### config.mk
export PLATFORM = sky130hd
export DESIGN_NAME = branch_predictor
export DESIGN_NICKNAME = d
export VERILOG_FILES = /design/src/rtl/branch_predictor.sv
export SDC_FILE = /design/constraint.sdc
export NUM_CORES = 1
export LEC_CHECK = 0
export ABC_AREA = 1
export CORE_MARGIN = 2
export CORE_UTILIZATION = 54
export CTS_BUF_LIST = sky130_fd_sc_hd__clkbuf_16
export CTS_CLUSTER_DIAMETER = 100
export DETAILED_ROUTE_END_ITERATION = 7
export GPL_TIMING_DRIVEN = 0
export HOLD_SLACK_MARGIN = 0.06
export PLACE_DENSITY_LB_ADDON = 0.08
export RECOVER_POWER = 25
export SKIP_CTS_REPAIR_TIMING = 1
export SYNTH_ARGS = -nofsm -noshare
export SYNTH_HDL_FRONTEND = slang
export SYNTH_SLANG_ARGS = --single-unit
### constraint.sdc
create_clock -name clk_i -period 2.9 [get_ports clk_i]
set_input_delay 0.435 -clock clk_i [delete_from_list [all_inputs] [get_ports clk_i]]
set_output_delay 0.435 -clock clk_i [all_outputs]
set_load 0.005 [all_outputs]
### src/rtl/branch_predictor.sv
// ---------------------------------------------------------------------------
// branch_predictor
//   Bimodal direction predictor. It holds a table of ENTRIES 2-bit saturating
//   counters that is indexed by the word-aligned fetch PC. A lookup returns its
//   result one cycle after the request. Resolved branches train the table and
//   feed two saturating 32-bit statistics counters.
//
// Ports
//   clk_i          system clock (all state changes on the rising edge)
//   rst_n_i        asynchronous active-low reset
//   pred_req_i     lookup request for the branch at pc_i
//   pc_i[31:0]     fetch PC; bits [IDX_W+1:2] select the counter
//   flush_i        drops the prediction being looked up this cycle
//   pred_valid_o   prediction result valid (one-cycle)
//   pred_taken_o   predicted direction (counter MSB)
//   pred_idx_o     table index used, returned later with the update
//   upd_valid_i    a conditional branch resolved this cycle
//   upd_idx_i      index carried with the resolved branch
//   upd_taken_i    resolved direction
//   upd_pred_i     direction that was predicted for it
//   mispredict_o   one-cycle pulse after a mispredicted update
//   branch_cnt_o   resolved-branch count (saturating)
//   mispred_cnt_o  misprediction count (saturating)
//
// ENTRIES must be a power of two (minimum 4) and IDX_W must be log2(ENTRIES).
// ---------------------------------------------------------------------------
module branch_predictor #(
    parameter int ENTRIES = 16,
    parameter int IDX_W   = 4
) (
    input  logic             clk_i,
    input  logic             rst_n_i,
    input  logic             pred_req_i,
    input  logic [31:0]      pc_i,
    input  logic             flush_i,
    output logic             pred_valid_o,
    output logic             pred_taken_o,
    output logic [IDX_W-1:0] pred_idx_o,
    input  logic             upd_valid_i,
    input  logic [IDX_W-1:0] upd_idx_i,
    input  logic             upd_taken_i,
    input  logic             upd_pred_i,
    output logic             mispredict_o,
    output logic [31:0]      branch_cnt_o,
    output logic [31:0]      mispred_cnt_o
);

    localparam logic [1:0] CNT_WEAK_NT = 2'b01;
    localparam logic [1:0] CNT_MAX     = 2'b11;
    localparam logic [1:0] CNT_MIN     = 2'b00;

    logic [1:0]       table_q [ENTRIES];
    logic [IDX_W-1:0] req_idx;
    logic             pred_valid_q;
    logic             pred_taken_q;
    logic [IDX_W-1:0] pred_idx_q;
    logic             mispredict_q;
    logic [31:0]      branch_cnt_q;
    logic [31:0]      mispred_cnt_q;
    logic             is_mispredict;
    logic             unused_pc;

    assign req_idx       = pc_i[IDX_W+1:2];
    assign unused_pc     = ^{pc_i[31:IDX_W+2], pc_i[1:0]};
    assign is_mispredict = upd_valid_i && (upd_taken_i != upd_pred_i);

    // Counter table. The lookup register below samples table_q before this
    // block's non-blocking update lands, so a same-edge lookup of the index
    // being trained sees the old value while the update is still committed.
    always_ff @(posedge clk_i or negedge rst_n_i) begin
        if (!rst_n_i) begin
            for (int i = 0; i < ENTRIES; i++) begin
                table_q[i] <= CNT_WEAK_NT;
            end
        end else if (upd_valid_i) begin
            if (upd_taken_i) begin
                if (table_q[upd_idx_i] != CNT_MAX) begin
                    table_q[upd_idx_i] <= table_q[upd_idx_i] + 2'd1;
                end
            end else begin
                if (table_q[upd_idx_i] != CNT_MIN) begin
                    table_q[upd_idx_i] <= table_q[upd_idx_i] - 2'd1;
                end
            end
        end
    end

    // Lookup stage. The result is only valid for the cycle after a request.
    // Direction and index are captured on any request, flushed or not,
    // because they are qualified by pred_valid_o downstream.
    always_ff @(posedge clk_i or negedge rst_n_i) begin
        if (!rst_n_i) begin
            pred_valid_q <= 1'b0;
            pred_taken_q <= 1'b0;
            pred_idx_q   <= '0;
        end else begin
            pred_valid_q <= pred_req_i && !flush_i;
            if (pred_req_i) begin
                pred_taken_q <= table_q[req_idx][1];
                pred_idx_q   <= req_idx;
            end
        end
    end

    // Statistics. Both counters stick at all-ones rather than wrapping.
    always_ff @(posedge clk_i or negedge rst_n_i) begin
        if (!rst_n_i) begin
            mispredict_q  <= 1'b0;
            branch_cnt_q  <= '0;
            mispred_cnt_q <= '0;
        end else begin
            mispredict_q <= is_mispredict;
            if (upd_valid_i && (branch_cnt_q != 32'hFFFF_FFFF)) begin
                branch_cnt_q <= branch_cnt_q + 32'd1;
            end
            if (is_mispredict && (mispred_cnt_q != 32'hFFFF_FFFF)) begin
                mispred_cnt_q <= mispred_cnt_q + 32'd1;
            end
        end
    end

    assign pred_valid_o  = pred_valid_q;
    assign pred_taken_o  = pred_taken_q;
    assign pred_idx_o    = pred_idx_q;
    assign mispredict_o  = mispredict_q;
    assign branch_cnt_o  = branch_cnt_q;
    assign mispred_cnt_o = mispred_cnt_q;

endmodule
# --- Word level (Yosys, flattened, before mapping) ---
# Cells that the tools add are included.
# Widths: inputs -> output; s select.
word_totals:
  elab_cells: 58
  out_inout_bits: 71
  inputBits: 43
  register_bits: 103
classes:
  order_cmp: 3
  eq_ne: 5
  bitwise_logic: 2
  n_mux: 13
  n_reduce_logical: 9
  n_addsub: 4
ops:
  columns: ["operator", "n"]
  rows:
  - ["$mux 32", 3]
  - ["$add 32x1->32 const B", 2]
  - ["$bwmux 32", 2]
  - ["$ne 32x32->1 const B", 2]
  - ["$bmux 2 s4", 2]
  - ["$ge 5x5->1 const B", 2]
  - ["$mux 2", 5]
  - ["$not 4->5", 2]
  - ["$demux 2 s4", 1]
  - ["$logic_and 1x1->1", 5]
  - ["$lt 5x1->1 const B", 1]
  - ["$reduce_bool 2->1", 2]
  - ["$reduce_and 3->1", 1]
  - ["$add 2x1->2 const B", 1]
  - ["$ne 2x1->1 const B", 1]
  - ["$ne 2x2->1 const B", 1]
  - ["$sub 2x1->2 const B", 1]
  - ["$logic_not 1->1", 1]
  - ["$ne 1x1->1", 1]

# --- Depth between registers and ports, before layout ---
logic_depth:
  depth_word: 8
  mapped_depth: 20
  mapped_depth_nobuf: 19

# --- Least setup slack after synthesis ---
# No wires, ideal clock.
synth_timing:
  kind: "input port to flip-flop"
  start: "input port upd_idx_i[0]"
  end: "register table_q[13] in the netlist's numbering"
  required_ps: 2767
  setup_time_ps: 133
  t_arrival_ps: 2280
  n_path_buf: 3
  setup_slack_ps: 487
  path_stages: 13
  path_cell_list: "buf_2 -> nand2_1 -> nand2_1 -> nand2_1 -> nand2_1 -> nand2_1 -> nand2_1 -> nor2_2 -> buf_2 -> ha_1 -> xor2_1 -> clkbuf_1 -> o21ai_0"
synth_via:
  elab_chain_len: 8
  word_cells_on_any_way: 21
  classes_between: "add/sub: 2; order compare: 2; eq/ne: 2; mux: 10; bitwise: 1; reduce/logical: 4"
synth_lines:
  columns: ["element", "line_no", "rtl"]
  rows:
  - ["start, declared", "40", "input logic [IDX_W-1:0] upd_idx_i,"]
  - ["$not 4->5 (implied by the code) *", null, null]
  - ["$bmux 2 s4 (tied with other cells)", null, null]
  - ["$mux 2 (implied by the code) / $logic_and 1x1->1 (equally long branches)", null, null]
  - ["$mux 2 (on tied branches)", null, null]
  - ["$sub 2x1->2 (tied with other cells)", "82", "table_q[upd_idx_i] <= table_q[upd_idx_i] - 2'd1;"]
  - ["$bwmux 32 (on tied branches)", "82, 78", null]
  - ["$mux 32 (on tied branches)", "81, 77", null]
  - ["$mux 32", "76", "if (upd_taken_i) begin"]
  - ["end signal, assigned by index", "78", "table_q[upd_idx_i] <= table_q[upd_idx_i] + 2'd1;"]
  - ["end signal, assigned by index", "82", null]
  - ["end, declared", "52", "logic [1:0] table_q [ENTRIES];"]
# Every way passes the cells marked *; elsewhere a longest branch is shown, timed or not. The select of a mux whose other input is x is not followed.
# A chain may end at the register's enable or synchronous reset.

# --- Worst setup path in the final report ---
layout_timing:
  start: "input port upd_idx_i[0]"
  end: "register table_q[25] in the netlist's numbering"
# The elaborated chain is that of the path after synthesis.

==> impl_metrics.toml <==
[cells_and_area]
final_nets = 1090
fillerInstances = 1057
antenna_cells = 0
multi_input_area_sq_um = 3410
layout-drive-gt1-share_pct = 7.16
area_delta_synth_final_pct = 21.1
regArea_sq_um = 2600

[sta]
worst_pin_slew_ns = 1.37
setup_violations = 0
hold_viol = 0
drv_slew = 0
fmax_ghz = 0.368
finClkSkew_ns = 0.00647
max_slew_margin_pct = 8.63
min_period_over_period_pct = 93.6
final.min_clock_period_ns = 2.71
fin_ws_ns = 0.186
hold_slack_ns = 0.391

[setup_path]
worstPathRequired_ns = 3.16
cpPeakStageDelay_ns = 0.45
cp.arrival_ns = 2.98
cp-end-kind = "register"
critPathLaunch = "upd_idx_i[0]"
crit_type = "in -> reg"
reg2reg_slack_ns = 0.55
cp_num_buf_inv = 6
path_max_fanout = 10
path_cells = "clkdlybuf4s50_1 > buf_4 > nand2_1 > nand2_1 > nand2_1 > nand2_1 > nand2_1 > nand2_1 > nor2_4 > buf_6 > inv_1 > ha_1 > nand2_1 > inv_1 > nor3_4 > nand2_1 > inv_1 > nand2_1 > o21ai_0"
reg2reg_to = "table_q[25]$_DFFE_PN0P_"
crit_top_cell = "nand2_1"
rr_worst_depth = 12
cp_slowest_cell = "clkdlybuf4s50_1"
cp-start-kind = "primary input"
cpLargestDelayFamily = "buffers and inverters"

[route]
drt_iter0_markers = 405
wl_met3_um = 997
drc = 0
num_vias = 6059
ant_nets = 0
highest_layer = "met4"
drt-met1-wl_um = 7310
vias_per_cell = 5.09
wirelength_um = 15900
route.met2.wl_um = 7290
post_drt_wl_per_cell_um = 13.3
drt_pre_antenna_iters = 4

[logic_synthesis]
synthCells = 946
synth_nets = 993
synth_flop_cell = "dfrtp_1"
synth_area_sq_um = 6370
yosysMostFrequentCell = "nand2_1"
yosys_warnings = 0
synth_top_cells_by_count = "485 x nand2_1, 118 x nor2_1, 87 x dfrtp_1"
synthTopCellsByArea = "dfrtp_1 34%, nand2_1 29%, nor2_1 7.0%, dfstp_2 6.6%, inv_1 3.9%"
synth_seq_cells = 103
async_reset_ff_share_pct = 100
ys_seq_area_share_pct = 40.8
synth-edff-count = 0
synth_top_cell_by_area = "dfrtp_1"
synth_top_area_share_pct = 34.2
ys_types = 29
postSynthAreaPerCell_sq_um = 6.73

[cts]
cts_tree = "yes"
root_buffer = "clkbuf_16"
clk_pin_slew_ns = 0.07
cts_inserted_buffers = 9
cts_buffer_depth = 2
cts.sinks = 103
h-tree-depth = 3
clkLatencyLatePin_ns = 0.35

[placement]
pre_cts_ws_ns = -0.615
io_buffers = 83
place.gp.congestion = 0.912
dp_hpwl_um = 11800

[floorplan]
dieArea_sq_um = 12700
fp.dieH_um = 113
core_area_sq_um = 11500
start_util_pct = 55.5
die_x_um = 113
ios = 114
fp-row-count = 39

[run]
cap_violations = 0

[global_route]
antenna_found_initial = 0
grt_start_max_net_pins = 56
grt_usage_pct = 26.0
grt_pass1_vias = 5649
grt.overflow.total = 0
grt_first_pass_wirelength_um = 26700

[power_and_ir_drop]
power_uw = 4150
power_leakage_uw = 0.00384
ir_worst_vdd_v = 0.000464
powerDensity_nw_per_um2 = 539

[status]
status = "complete, no violations"

[min_path]
hp-class = "in -> async"
-- metal layers --
metal | track usage, % | up-vias
met4 | 7.97 | 0
met3 | 6.48 | 29
li1 | - | 3112
met5 | 0 | -
met2 | 40.9 | 193
met1 | 35.7 | 2725
-- report_power, final --
part | total (uW) | switching, uW | internal [uW]
combinational | 980 | 537 | 443
clock | 1180 | 528 | 656
sequential | 1990 | 219 | 1770
-- per-stage QoR --
| stage | cells | setup TNS (ns) | cell area (sq um) | util, % |
|---|---|---|---|---|
| 2_1_floorplan | 946 | 0 | 6370 | - |
| 6_report | 1191 | 0 | 7710 | 67.3 |
| 3_3_place_gp | 1172 | -256.90 | 7380 | 64.4 |
| 5_1_grt | 1191 | -0.190 | 7710 | 67.3 |
| 3_5_place_dp | 1173 | -15.55 | 7400 | 64.6 |
| 4_1_cts | 1189 | -3.77 | 7690 | 67.0 |
-- placed cells by master, fill, tap and decap left out, types with 4 or more instances in the layout --
| master | n |
|---|---|
| a21oi_1 | 4 |
| a22oi_1 | 5 |
| buf_2 | 6 |
| buf_6 | 8 |
| clkbuf_16 | 9 |
| clkdlybuf4s50_1 | 82 |
| dfrtp_1 | 87 |
| dfstp_2 | 16 |
| ha_1 | 4 |
| inv_1 | 67 |
| nand2_1 | 484 |
| nand2_4 | 6 |
| nand3_1 | 16 |
| nand3b_1 | 27 |
| nand4_1 | 9 |
| nor2_1 | 116 |
| nor2_2 | 5 |
| nor2_4 | 6 |
| o211ai_1 | 4 |
| o21ai_0 | 24 |
| o21ai_1 | 6 |
| xnor2_1 | 11 |
| xor2_1 | 21 |
-- how the worst max path moves through the flow --
| stage | slack [ns] | cells after the start | endpoint |
|---|---|---|---|
| 2_1_floorplan | 0.49 | 13 | table_q[13]$_DFFE_PN0P_ |
| 3_3_place_gp | -2.56 | 1 | mispred_cnt_o[22]$_DFFE_PN0P_ |
| 3_5_place_dp | -0.62 | 14 | table_q[25]$_DFFE_PN0P_ |
| 4_1_cts | -0.25 | 14 | table_q[25]$_DFFE_PN0P_ |
| 5_1_grt | -0.07 | 20 | table_q[23]$_DFFE_PN0P_ |
| 6_report | 0.19 | 19 | table_q[25]$_DFFE_PN0P_ |
-- layout make-up --
class / count / area share [%]
plain buffers: 17 / 1.77
clock buffers: 9 / 2.92
clock inverters: 7 / 0.730
inverters: 70 / 3.44
multi-input cells: 756 / 44.2
flip-flops and latches: 103 / 33.7
well taps: 143 / 2.32
repair buffers: 86 / 11.0
-- cells by family after synthesis --
group / Yosys count / share of synthesized area (%)
AND/OR/NAND/NOR: 676 / 44.0
XOR/XNOR: 33 / 4.54
flip-flops: 103 / 40.8
adder cells (fa/ha/maj): 4 / 0.786
AO/OA/AOI/OAI: 43 / 3.73
buffers and inverters: 87 / 6.15
Power figures use the tool's default switching activity.
